<file path="src/rtl/mult_accumulator.sv">
// mult_accumulator
// Sums a framed stream of unsigned multiplier products and presents the
// per-frame result through a valid/ready handshake.
//
// State table
//   ACC  | accepting beats into the running sum (in_ready=1, out_valid=0)
//   HOLD | frame result presented, waiting for out_ready (in_ready=0)
//
// Ports
//   clk        rising-edge clock for all state
//   rst        synchronous active-high reset
//   in_valid   product beat present on in_data
//   in_ready   block accepts a beat this cycle
//   in_data    unsigned product (PW bits), zero-extended to AW
//   in_last    beat closes the current frame
//   out_valid  frame result available
//   out_ready  downstream accepts the result
//   out_sum    saturating frame sum (AW bits)
//   out_count  beats in frame, saturating at 255
//   out_ovf    frame sum saturated
module mult_accumulator #(
    parameter int PW = 8,
    parameter int AW = 16
) (
    input  logic          clk,
    input  logic          rst,
    input  logic          in_valid,
    output logic          in_ready,
    input  logic [PW-1:0] in_data,
    input  logic          in_last,
    output logic          out_valid,
    input  logic          out_ready,
    output logic [AW-1:0] out_sum,
    output logic [7:0]    out_count,
    output logic          out_ovf
);

    typedef enum logic {
        ACC  = 1'b0,
        HOLD = 1'b1
    } state_t;

    state_t        r_state;
    state_t        w_state_next;

    logic [AW-1:0] r_acc;
    logic [7:0]    r_cnt;
    logic          r_ovf;
    logic [AW-1:0] r_out_sum;
    logic [7:0]    r_out_count;
    logic          r_out_ovf;

    logic          w_xfer;
    logic [AW:0]   w_sum_wide;
    logic          w_carry;
    logic [AW-1:0] w_acc_next;
    logic [7:0]    w_cnt_next;
    logic          w_ovf_next;

    // One extra bit catches the carry out of the AW-bit accumulator.
    assign w_sum_wide = {1'b0, r_acc} + {{(AW-PW+1){1'b0}}, in_data};
    assign w_carry    = w_sum_wide[AW];
    assign w_acc_next = w_carry ? {AW{1'b1}} : w_sum_wide[AW-1:0];
    assign w_cnt_next = (r_cnt == 8'hFF) ? 8'hFF : r_cnt + 8'd1;
    assign w_ovf_next = r_ovf | w_carry;
    assign w_xfer     = in_valid && in_ready;

    always_ff @(posedge clk) begin
        if (rst) begin
            r_state <= ACC;
        end else begin
            r_state <= w_state_next;
        end
    end

    always_comb begin
        w_state_next = r_state;
        in_ready     = 1'b0;
        out_valid    = 1'b0;
        case (r_state)
            ACC: begin
                in_ready = 1'b1;
                if (in_valid && in_last) begin
                    w_state_next = HOLD;
                end
            end
            HOLD: begin
                out_valid = 1'b1;
                if (out_ready) begin
                    w_state_next = ACC;
                end
            end
            default: begin
                w_state_next = ACC;
            end
        endcase
    end

    always_ff @(posedge clk) begin
        if (rst) begin
            r_acc       <= '0;
            r_cnt       <= '0;
            r_ovf       <= 1'b0;
            r_out_sum   <= '0;
            r_out_count <= '0;
            r_out_ovf   <= 1'b0;
        end else if (w_xfer) begin
            if (in_last) begin
                // Result captures the closing beat; running state clears
                // so the next frame starts from zero.
                r_out_sum   <= w_acc_next;
                r_out_count <= w_cnt_next;
                r_out_ovf   <= w_ovf_next;
                r_acc       <= '0;
                r_cnt       <= '0;
                r_ovf       <= 1'b0;
            end else begin
                r_acc <= w_acc_next;
                r_cnt <= w_cnt_next;
                r_ovf <= w_ovf_next;
            end
        end
    end

    assign out_sum   = r_out_sum;
    assign out_count = r_out_count;
    assign out_ovf   = r_out_ovf;

endmodule

</file>
<file path="config.mk">
export PLATFORM = sky130hd
export DESIGN_NAME = mult_accumulator
export DESIGN_NICKNAME = d
export VERILOG_FILES = /design/src/rtl/mult_accumulator.sv
export SDC_FILE = /design/constraint.sdc
export NUM_CORES = 1
export LEC_CHECK = 0
export BUFFER_PORTS_ARGS = -buffer_cell sky130_fd_sc_hd__buf_4
export CAP_MARGIN = 15
export CORE_AREA = 3 3 106 108
export CTS_CLUSTER_DIAMETER = 100
export CTS_CLUSTER_SIZE = 40
export DETAILED_ROUTE_END_ITERATION = 7
export DIE_AREA = 0 0 109 111
export GPL_ROUTABILITY_DRIVEN = 0
export PLACE_DENSITY = 0.51
export SLEW_MARGIN = 10
export SYNTH_ARGS = -nofsm -noshare
export SYNTH_HDL_FRONTEND = slang
export SYNTH_SLANG_ARGS = --single-unit
</file>
<file path="constraint.sdc">
create_clock -name clk -period 7.53 [get_ports clk]
set_clock_uncertainty 0.15 [all_clocks]
set_input_delay 1.1295 -clock clk [delete_from_list [all_inputs] [get_ports clk]]
set_output_delay 1.1295 -clock clk [all_outputs]
set_load 0.1 [all_outputs]
</file>
==> impl_metrics.toml, run 1 <==
[setup_path]
path_class = "in -> reg"
critPathTopFamily = "compound AO/OA/AOI/OAI gates"
worstPathRequired_ps = 7590
crit_path_start_kind = "input port"
regToRegSetupSlack_ps = 4970
cp_max_fo = 9
critical_path.cell_chain = "buf_4 > ha_1 > fa_1 > a211oi_2 > or3_4 > o211ai_4 > and2_1 > a31o_2 > a32o_1"
cp_data_arrival_time_ps = 3240
reg2reg_depth = 8
cp_num_buf_inv = 1
max_stage_delay_ps = 440
cp-end-kind = "flop"
slowest_stage = "fa_1"
cp.depth = 9

[min_path]
min_path_cells = 2
holdCritPathClass = "reg -> reg"

[die]
die_w_um = 109
ios = 40
core_area_um2 = 10300
row_count = 37
die_area_um2 = 12100
initial_utilization_pct = 24.9
die_h_um = 111

[timing]
fin_setup_tns_ps = 0
rsz0062_at_grt = "false"
post-route-min-period_ps = 3180
setup_viol = 0
hold_violations = 0
max_freq_mhz = 315
slew_headroom_pct = 50.1
worst_pin_slew_ps = 746
maxSlewViolCount = 0
final.setup.worst_slack_ps = 4350
finalCritPeriodShare_pct = 42.2

[yosys]
synth-async-reset-ratio_pct = 0
synthesis.area_um2 = 2570
yosys_most_used_dff = "dfxtp_1"
syn_inst = 301
synth_commonest_cells = "dfxtp_1 (51), nand2_1 (33), a21oi_1 (29)"
synth-seq-cells = 51
synth_area_leaders = "dfxtp_1 (40%), a21oi_1 (5.6%), nand2_1 (4.8%)"
synth_nets = 324
yosys.area.top_type = "dfxtp_1"
yosys.cell_count.top_type = "dfxtp_1"
avgSynthCellArea_um2 = 8.54
yosysWarningCount = 0
ys_types = 55
synth_edf_count = 0
synth_top_cell_area_share_pct = 39.7
ys_seq_area_share_pct = 39.7

[detailed_routing]
wl_per_cell_um = 13.9
drt-total-wl_um = 6520
num_vias = 2302
initialDrtViolationCount = 103
vias_per_cell = 4.91
ant_nets = 0
drtPass1Iterations = 5
drc = 0

[cts]
tritoncts = "yes"
clock_path_buffers = 2
postCtsSetupBuffers = 0
h-tree-depth = 2
cts_repair_resize_count = 0
path_clk_slew_ps = 100
clk_latency_ps = 310
cts_root_buf = "clkbuf_8"
numCtsBuffers = 5
cts.sinks = 51
hold_buffers = 0

[grt]
grt-ovfl-total = 0
grt_pass1_wl_um = 11000
grt_pass1_vias = 2184
antenna_found_initial = 0
grtUsageTotal_pct = 11.1
grt_max_degree = 27

[finish]
n_antenna_cell = 0
drive_gt1_share_pct = 20.1
n_fill_cell = 1085
areaGrowthSynthToFinish_pct = 20.6
layout.nets = 355

[job]
maxCapViolCount = 0

[power]
irDropWorstVdd_uv = 91.5
p_per_area_nw_per_um2 = 190
p_leak_nw = 1.23
power.total_mw = 0.590

[placement]
io_buffer_count = 39
dp_hpwl_um = 4650
dp_slack_ps = 4020

[outcome]
outcome = "finished clean"
[cell usage in the layout, fill, tap and decap left out, types with 2 or more instances in the layout]
cell type / Yosys / final
inv_1: 6 / 6
xor2_1: 4 / 4
buf_4: 1 / 42
mux2i_1: 4 / 4
nor2_1: 24 / 24
a22oi_1: 2 / 2
nor3_1: 5 / 5
nand2_1: 33 / 33
and3_1: 5 / 5
nor2b_1: 2 / 2
nand3_1: 9 / 9
o31ai_1: 2 / 2
a21oi_1: 29 / 28
clkbuf_8: 0 / 6
or2_2: 3 / 3
o21bai_1: 2 / 2
a22o_1: 2 / 2
o211ai_1: 2 / 2
nand4_1: 3 / 3
ha_1: 9 / 9
xnor2_1: 7 / 7
nand2b_1: 3 / 3
a21o_2: 2 / 2
a2111oi_0: 3 / 3
or3_1: 3 / 3
o21ai_0: 22 / 22
nand3b_1: 7 / 7
a221o_1: 2 / 2
a31oi_1: 7 / 7
dfxtp_1: 51 / 51
a21o_1: 5 / 5
o21ai_1: 4 / 4
[layout make-up]
class | instances | area [um2] | share of cell area [%]
Clock buffer | 6 | 82.6 | 2.66
Clock inverter | 2 | 38.8 | 1.25
Inverter | 6 | 22.5 | 0.727
Multi-Input combinational cell | 226 | 1450 | 46.8
Sequential cell | 51 | 1020 | 32.9
Tap cell | 136 | 170 | 5.49
Timing Repair Buffer | 42 | 315 | 10.2
[flip-flops by register name, indices dropped and copies added (netlist names)]
register and cells:
out_sum 16, out_ovf 1, r_state 1, r_acc 16, out_count 8, r_cnt 8
r_ovf 1
[path summary, 6_finish.rpt]
kind,start,endpoint
worst max-delay path,in_data[0],out_sum[14]
worst min register to register,out_ovf,out_ovf
worst max register to register,r_acc[0],out_sum[14]
worst min-delay path,out_ovf,out_ovf
[cell families after synthesis]
logic type / share of synthesized area [%]
compound gates: 24.3
xor+xnor: 3.75
fa+ha+maj: 5.16
buf+inv: 4.04
flops: 39.7
mux: 1.56
simple gates: 21.4
[stage by stage]
stage                     utilization, %  hold WS, ps  instance area [um2]  cells
after floorplan                        -          282                 2570    301
after global placement              28.8          285                 2980    461
after detailed placement            28.8          284                 2980    461
after CTS                           30.0          300                 3100    469
after global routing                30.0          323                 3100    469
final                               30.0          295                 3100    469
[per-layer routing]
layer / part of all wire [%] / global-route usage [%] / up-vias
met4: 1.4 / 3.20 / 0
met5: 0 / 0 / -
met3: 5.8 / 2.04 / 6
met1: 48 / 15.7 / 1088
met2: 45 / 17.0 / 59
li1: - / - / 1149
[power by group]
part | total (mW) | switching, mW | internal (mW)
logic | 0.0996 | 0.0714 | 0.0282
registers | 0.281 | 0.00462 | 0.277
clock network | 0.209 | 0.0993 | 0.110
total | 0.590 | 0.175 | 0.414
[worst reg2reg max path, cell delays in order, from the launching register on]
cell and delay (ps):
dfxtp_1 320, ha_1 200, fa_1 440, a211oi_2 280, or3_4 180, o211ai_4 130
and2_1 250, a31o_2 260, a32o_1 240
(Power assumes the default switching activity.)
==> inputs of run 2 (changes only) <==
- PLACE_DENSITY: 0.51 -> 0.52
- clock period: 7.53 -> 2.8 ns (I/O delays scaled with it)
==> run 2 against run 1 <==
  * Sequential power grew to 2.7 times the previous value
  * Hold slack lost 160 ps
  * Critical path depth shrank 1
  * Flip-flop and latch count is the same
  * Sequential share of layout area shrank 0.60 points
  * Routed wire length grew 4.5%
  * Critical endpoint unchanged
  * Largest power group unchanged
==> impl_metrics.toml, run 2 (same netlist as run 1, synthesis figures left out) <==
[outcome]
outcome = "finished clean"

[setup_path]
critical_path.cell_chain = "ha_1 > fa_1 > a211oi_2 > or3_4 > o211ai_4 > and2_1 > a31o_2 > a32o_1"
cp_max_fo = 6
r2r_end = "out_sum[14]"
worstPathRequired_ps = 2850
slowest_stage = "fa_1"
max_stage_delay_ps = 430
cp-end-kind = "flop"
path_class = "reg -> reg"
reg2reg_depth = 8
crit_path_start_kind = "flop"
rr_startpoint = "r_acc[0]"
regToRegSetupSlack_ps = 330
cp_data_arrival_time_ps = 2520

[die]
row_count = 37
die_h_um = 111
die_w_um = 109
core_area_um2 = 10300
initial_utilization_pct = 24.9
die_area_um2 = 12100
ios = 40

[placement]
placed_cell_area_um2 = 3030
dp_slack_ps = 123
dp_cells = 467
dp_hpwl_um = 4920
io_buffer_count = 39

[detailed_routing]
ant_nets = 0
wl_per_cell_um = 14.3
drtPass1Iterations = 4
drc = 0
vias_per_cell = 4.89
initialDrtViolationCount = 114
drt-total-wl_um = 6820
num_vias = 2322

[timing]
fin_hold_ws_ps = 133
slew_headroom_pct = 55.0
hold_violations = 0
final.setup.worst_slack_ps = 332
post-route-min-period_ps = 2470
maxSlewViolCount = 0
rsz0062_at_grt = "false"
worst_pin_slew_ps = 658
max_freq_mhz = 405
setup_viol = 0
finalCritPeriodShare_pct = 88.1
fin_setup_tns_ps = 0

[grt]
grt_max_degree = 26
antenna_found_initial = 0
grt_pass1_wl_um = 11700
grt-ovfl-total = 0
grtUsageTotal_pct = 11.9
grt_pass1_vias = 2308

[power]
power.total_mw = 1.64
irDropWorstVdd_uv = 208
p_leak_nw = 1.26
p_per_area_nw_per_um2 = 518

[cts]
path_clk_slew_ps = 90
clock_path_buffers = 2
cts_root_buf = "clkbuf_8"
cts_repair_resize_count = 0
tritoncts = "yes"
hold_buffers = 0
clk_latency_ps = 300
numCtsBuffers = 5
h-tree-depth = 2
postCtsSetupBuffers = 0
cts.sinks = 51

[finish]
drive_gt1_share_pct = 21.8
layout.nets = 361
layout_commonest_cell = "dfxtp_1"
instances_no_fill = 475
ff_latch_area_um2 = 1020
areaGrowthSynthToFinish_pct = 23.0
mostFrequentLayoutCells = "dfxtp_1 (50), buf_4 (48), nand2_1 (33)"
design_area_um2 = 3160
n_fill_cell = 1084
multi_input_comb_area_um2 = 1450
n_antenna_cell = 0
utilization_pct = 30.6

[job]
maxCapViolCount = 0

[min_path]
worstHoldStart = "out_ready"
min_path_cells = 2
holdCritPathClass = "in -> reg"
min_to = "r_state"
run 2: cell types whose count changed in the layout (fill, tap and decap cells not counted), sizes merged:
cell	delta
buf	+6
inv	-2
clkinvlp	+1
bufinv	+1
run 2: worst max-delay path: cells and delay by family, from the launching register on:
| kind | cells | cell delay [ps] |
|---|---|---|
| AOI/OAI and AO/OA | 4 | 870 |
| adders and majority gates | 2 | 640 |
| and+or+nand+nor | 2 | 360 |
| DFF | 1 | 340 |
run 2: area by class of cell:
cell class	count	area share (%)
multi-input cells	226	45.8
flip-flops and latches	51	32.3
repair buffers	48	11.4
well taps	136	5.38
clock buffers	6	2.30
clock inverters	2	1.90
inverters	6	0.831
run 2: power breakdown:
part,total (mW),switching (mW),leakage [nW],internal [mW]
clock,0.603,0.245,0.0654,0.357
combinational,0.277,0.195,0.779,0.0822
sequential,0.757,0.0131,0.413,0.744
run 2: worst max path at each step:
stage | start | to | slack (ps) | depth (start not counted)
after floorplan | in_data[0] | out_sum[14] | 190 | 9
after global placement | in_data[0] | out_sum[14] | 140 | 9
after detailed placement | in_data[0] | out_sum[14] | 120 | 9
after CTS | r_acc[0] | out_sum[14] | 330 | 8
after global routing | r_acc[0] | out_sum[14] | 180 | 8
final | r_acc[0] | out_sum[14] | 330 | 8
run 2: layer usage:
layer / up-vias / track usage [%] / wire, um
met3: 7 / 2.21 / 380
li1: 1164 / - / -
met2: 59 / 19.0 / 3220
met5: - / 0 / 0
met4: 0 / 3.54 / 66
met1: 1092 / 16.2 / 3150
==> inputs of run 3 (changes only) <==
--- a/config.mk
+++ b/config.mk
@@ -9,4 +9,5 @@
 export CAP_MARGIN = 15
 export CORE_AREA = 3 3 106 108
+export CTS_BUF_LIST = sky130_fd_sc_hd__clkbuf_16
 export CTS_CLUSTER_DIAMETER = 100
 export CTS_CLUSTER_SIZE = 40
@@ -14,5 +15,5 @@
 export DIE_AREA = 0 0 109 111
 export GPL_ROUTABILITY_DRIVEN = 0
-export PLACE_DENSITY = 0.52
+export PLACE_DENSITY = 0.46
 export SLEW_MARGIN = 10
 export SYNTH_ARGS = -nofsm -noshare
--- a/constraint.sdc
+++ b/constraint.sdc
@@ -3,3 +3,3 @@
 set_input_delay 0.42 -clock clk [delete_from_list [all_inputs] [get_ports clk]]
 set_output_delay 0.42 -clock clk [all_outputs]
-set_load 0.1 [all_outputs]
+set_load 0.05 [all_outputs]
==> run 3 against run 2 <==
  * Core utilization rose by 0.57 points
  * Via count decreased by 2.0%
  * Routed wire length increased by 4.2%
  * First-iteration DRC count decreased by 41%
  * Sequential power hardly changed
  * Non-clock buffer count did not move
  * Die area is the same
  * Largest cell class unchanged
  * Highest routed layer unchanged
==> impl_metrics.toml, run 3 (same netlist as run 1, synthesis figures left out) <==
[power]
irDropWorstVdd_uv = 331
p_per_area_nw_per_um2 = 562
p_leak_nw = 1.29

[detailed_routing]
initialDrtViolationCount = 67
ant_nets = 0
drc = 0
num_vias = 2275
wl_per_cell_um = 15.0
drt-total-wl_um = 7100
vias_per_cell = 4.79
drtPass1Iterations = 4

[placement]
dp_slack_ps = 93.8
io_buffer_count = 39
dp_hpwl_um = 4960

[setup_path]
cp-end-kind = "flop"
cp_data_arrival_time_ps = 2490
crit_path_start_kind = "flop"
worstPathRequired_ps = 2840
cp_max_fo = 7
cp-startpoint = "r_acc[0]"
rr_startpoint = "r_acc[0]"
path_class = "reg -> reg"

[cts]
h-tree-depth = 2
cts_root_buf = "clkbuf_16"
clk_latency_ps = 300
path_clk_slew_ps = 70
numCtsBuffers = 5
hold_buffers = 0
clock_path_buffers = 2
postCtsSetupBuffers = 0
cts_repair_resize_count = 0
tritoncts = "yes"
cts.sinks = 51

[die]
initial_utilization_pct = 24.9
die_area_um2 = 12100
row_count = 37
ios = 40
die_w_um = 109
core_area_um2 = 10300
die_h_um = 111

[finish]
layout.nets = 361
areaGrowthSynthToFinish_pct = 25.3
drive_gt1_share_pct = 21.5
n_antenna_cell = 0
layout_commonest_cell = "dfxtp_1"
mostFrequentLayoutCells = "dfxtp_1 (51), buf_4 (48), nand2_1 (33)"

[outcome]
outcome = "finished clean"

[min_path]
holdCritPathClass = "in -> reg"
worstHoldStart = "out_ready"

[timing]
hold_violations = 0
slew_headroom_pct = 53.4
rsz0062_at_grt = "false"
worst_pin_slew_ps = 682
maxSlewViolCount = 0
max_freq_mhz = 408
final.setup.worst_slack_ps = 348
setup_viol = 0
post-route-min-period_ps = 2450
fin_setup_tns_ps = 0
finalCritPeriodShare_pct = 87.6

[grt]
grt_pass1_vias = 2304
grt-ovfl-total = 0
grtUsageTotal_pct = 12.4
grt_pass1_wl_um = 12100
antenna_found_initial = 0
grt_max_degree = 26

[job]
maxCapViolCount = 0
run 3: stage by stage:
stage	hold slack (ps)	util [%]	instance area [um2]	instances	power, mW
6_report	155	31.2	3220	475	1.81
5_1_grt	159	31.2	3220	475	1.89
4_1_cts	151	31.2	3220	475	1.83
3_5_place_dp	294	29.3	3020	467	1.01
3_3_place_gp	290	29.3	3020	467	1.01
2_1_floorplan	282	-	2570	301	0.928
run 3: layout make-up:
| cell class | count | area, um2 |
|---|---|---|
| multi-input cells | 226 | 1450 |
| fillers | 1084 | 7100 |
| clock inverters | 3 | 71.3 |
| repair buffers | 48 | 360 |
| well taps | 136 | 170 |
| flip-flops and latches | 51 | 1020 |
| inverters | 6 | 22.5 |
| clock buffers | 5 | 125 |
run 3: final timing paths:
check / to / slack [ps] / depth (start not counted)
worst min-delay path: r_state / 160 / 2
worst max register to register: out_sum[13] / 350 / 9
worst min register to register: out_sum[12] / 300 / 2
worst max-delay path: out_sum[13] / 350 / 9
run 3: critical path, cell delays in order, from the launching register on:
cell      delay [ps]
dfxtp_1          320
ha_1             200
fa_1             430
a211oi_2         280
or3_4            180
o211ai_4         110
buf_4            180
nand4_4          130
nor2_1            80
a221o_1          280
run 3: per-layer routing:
metal  routed length (um)  global-route usage (%)
met5                    0                       0
met3                  236                    2.50
met4                   84                    3.28
met1                 3520                    17.3
met2                 3270                    19.2
run 3: power breakdown:
part	internal [mW]	switching (mW)	leakage, nW
Sequential	0.744	0.0131	0.413
Combinational	0.0816	0.152	0.781
Clock	0.519	0.299	0.0959
Total	1.34	0.464	1.29
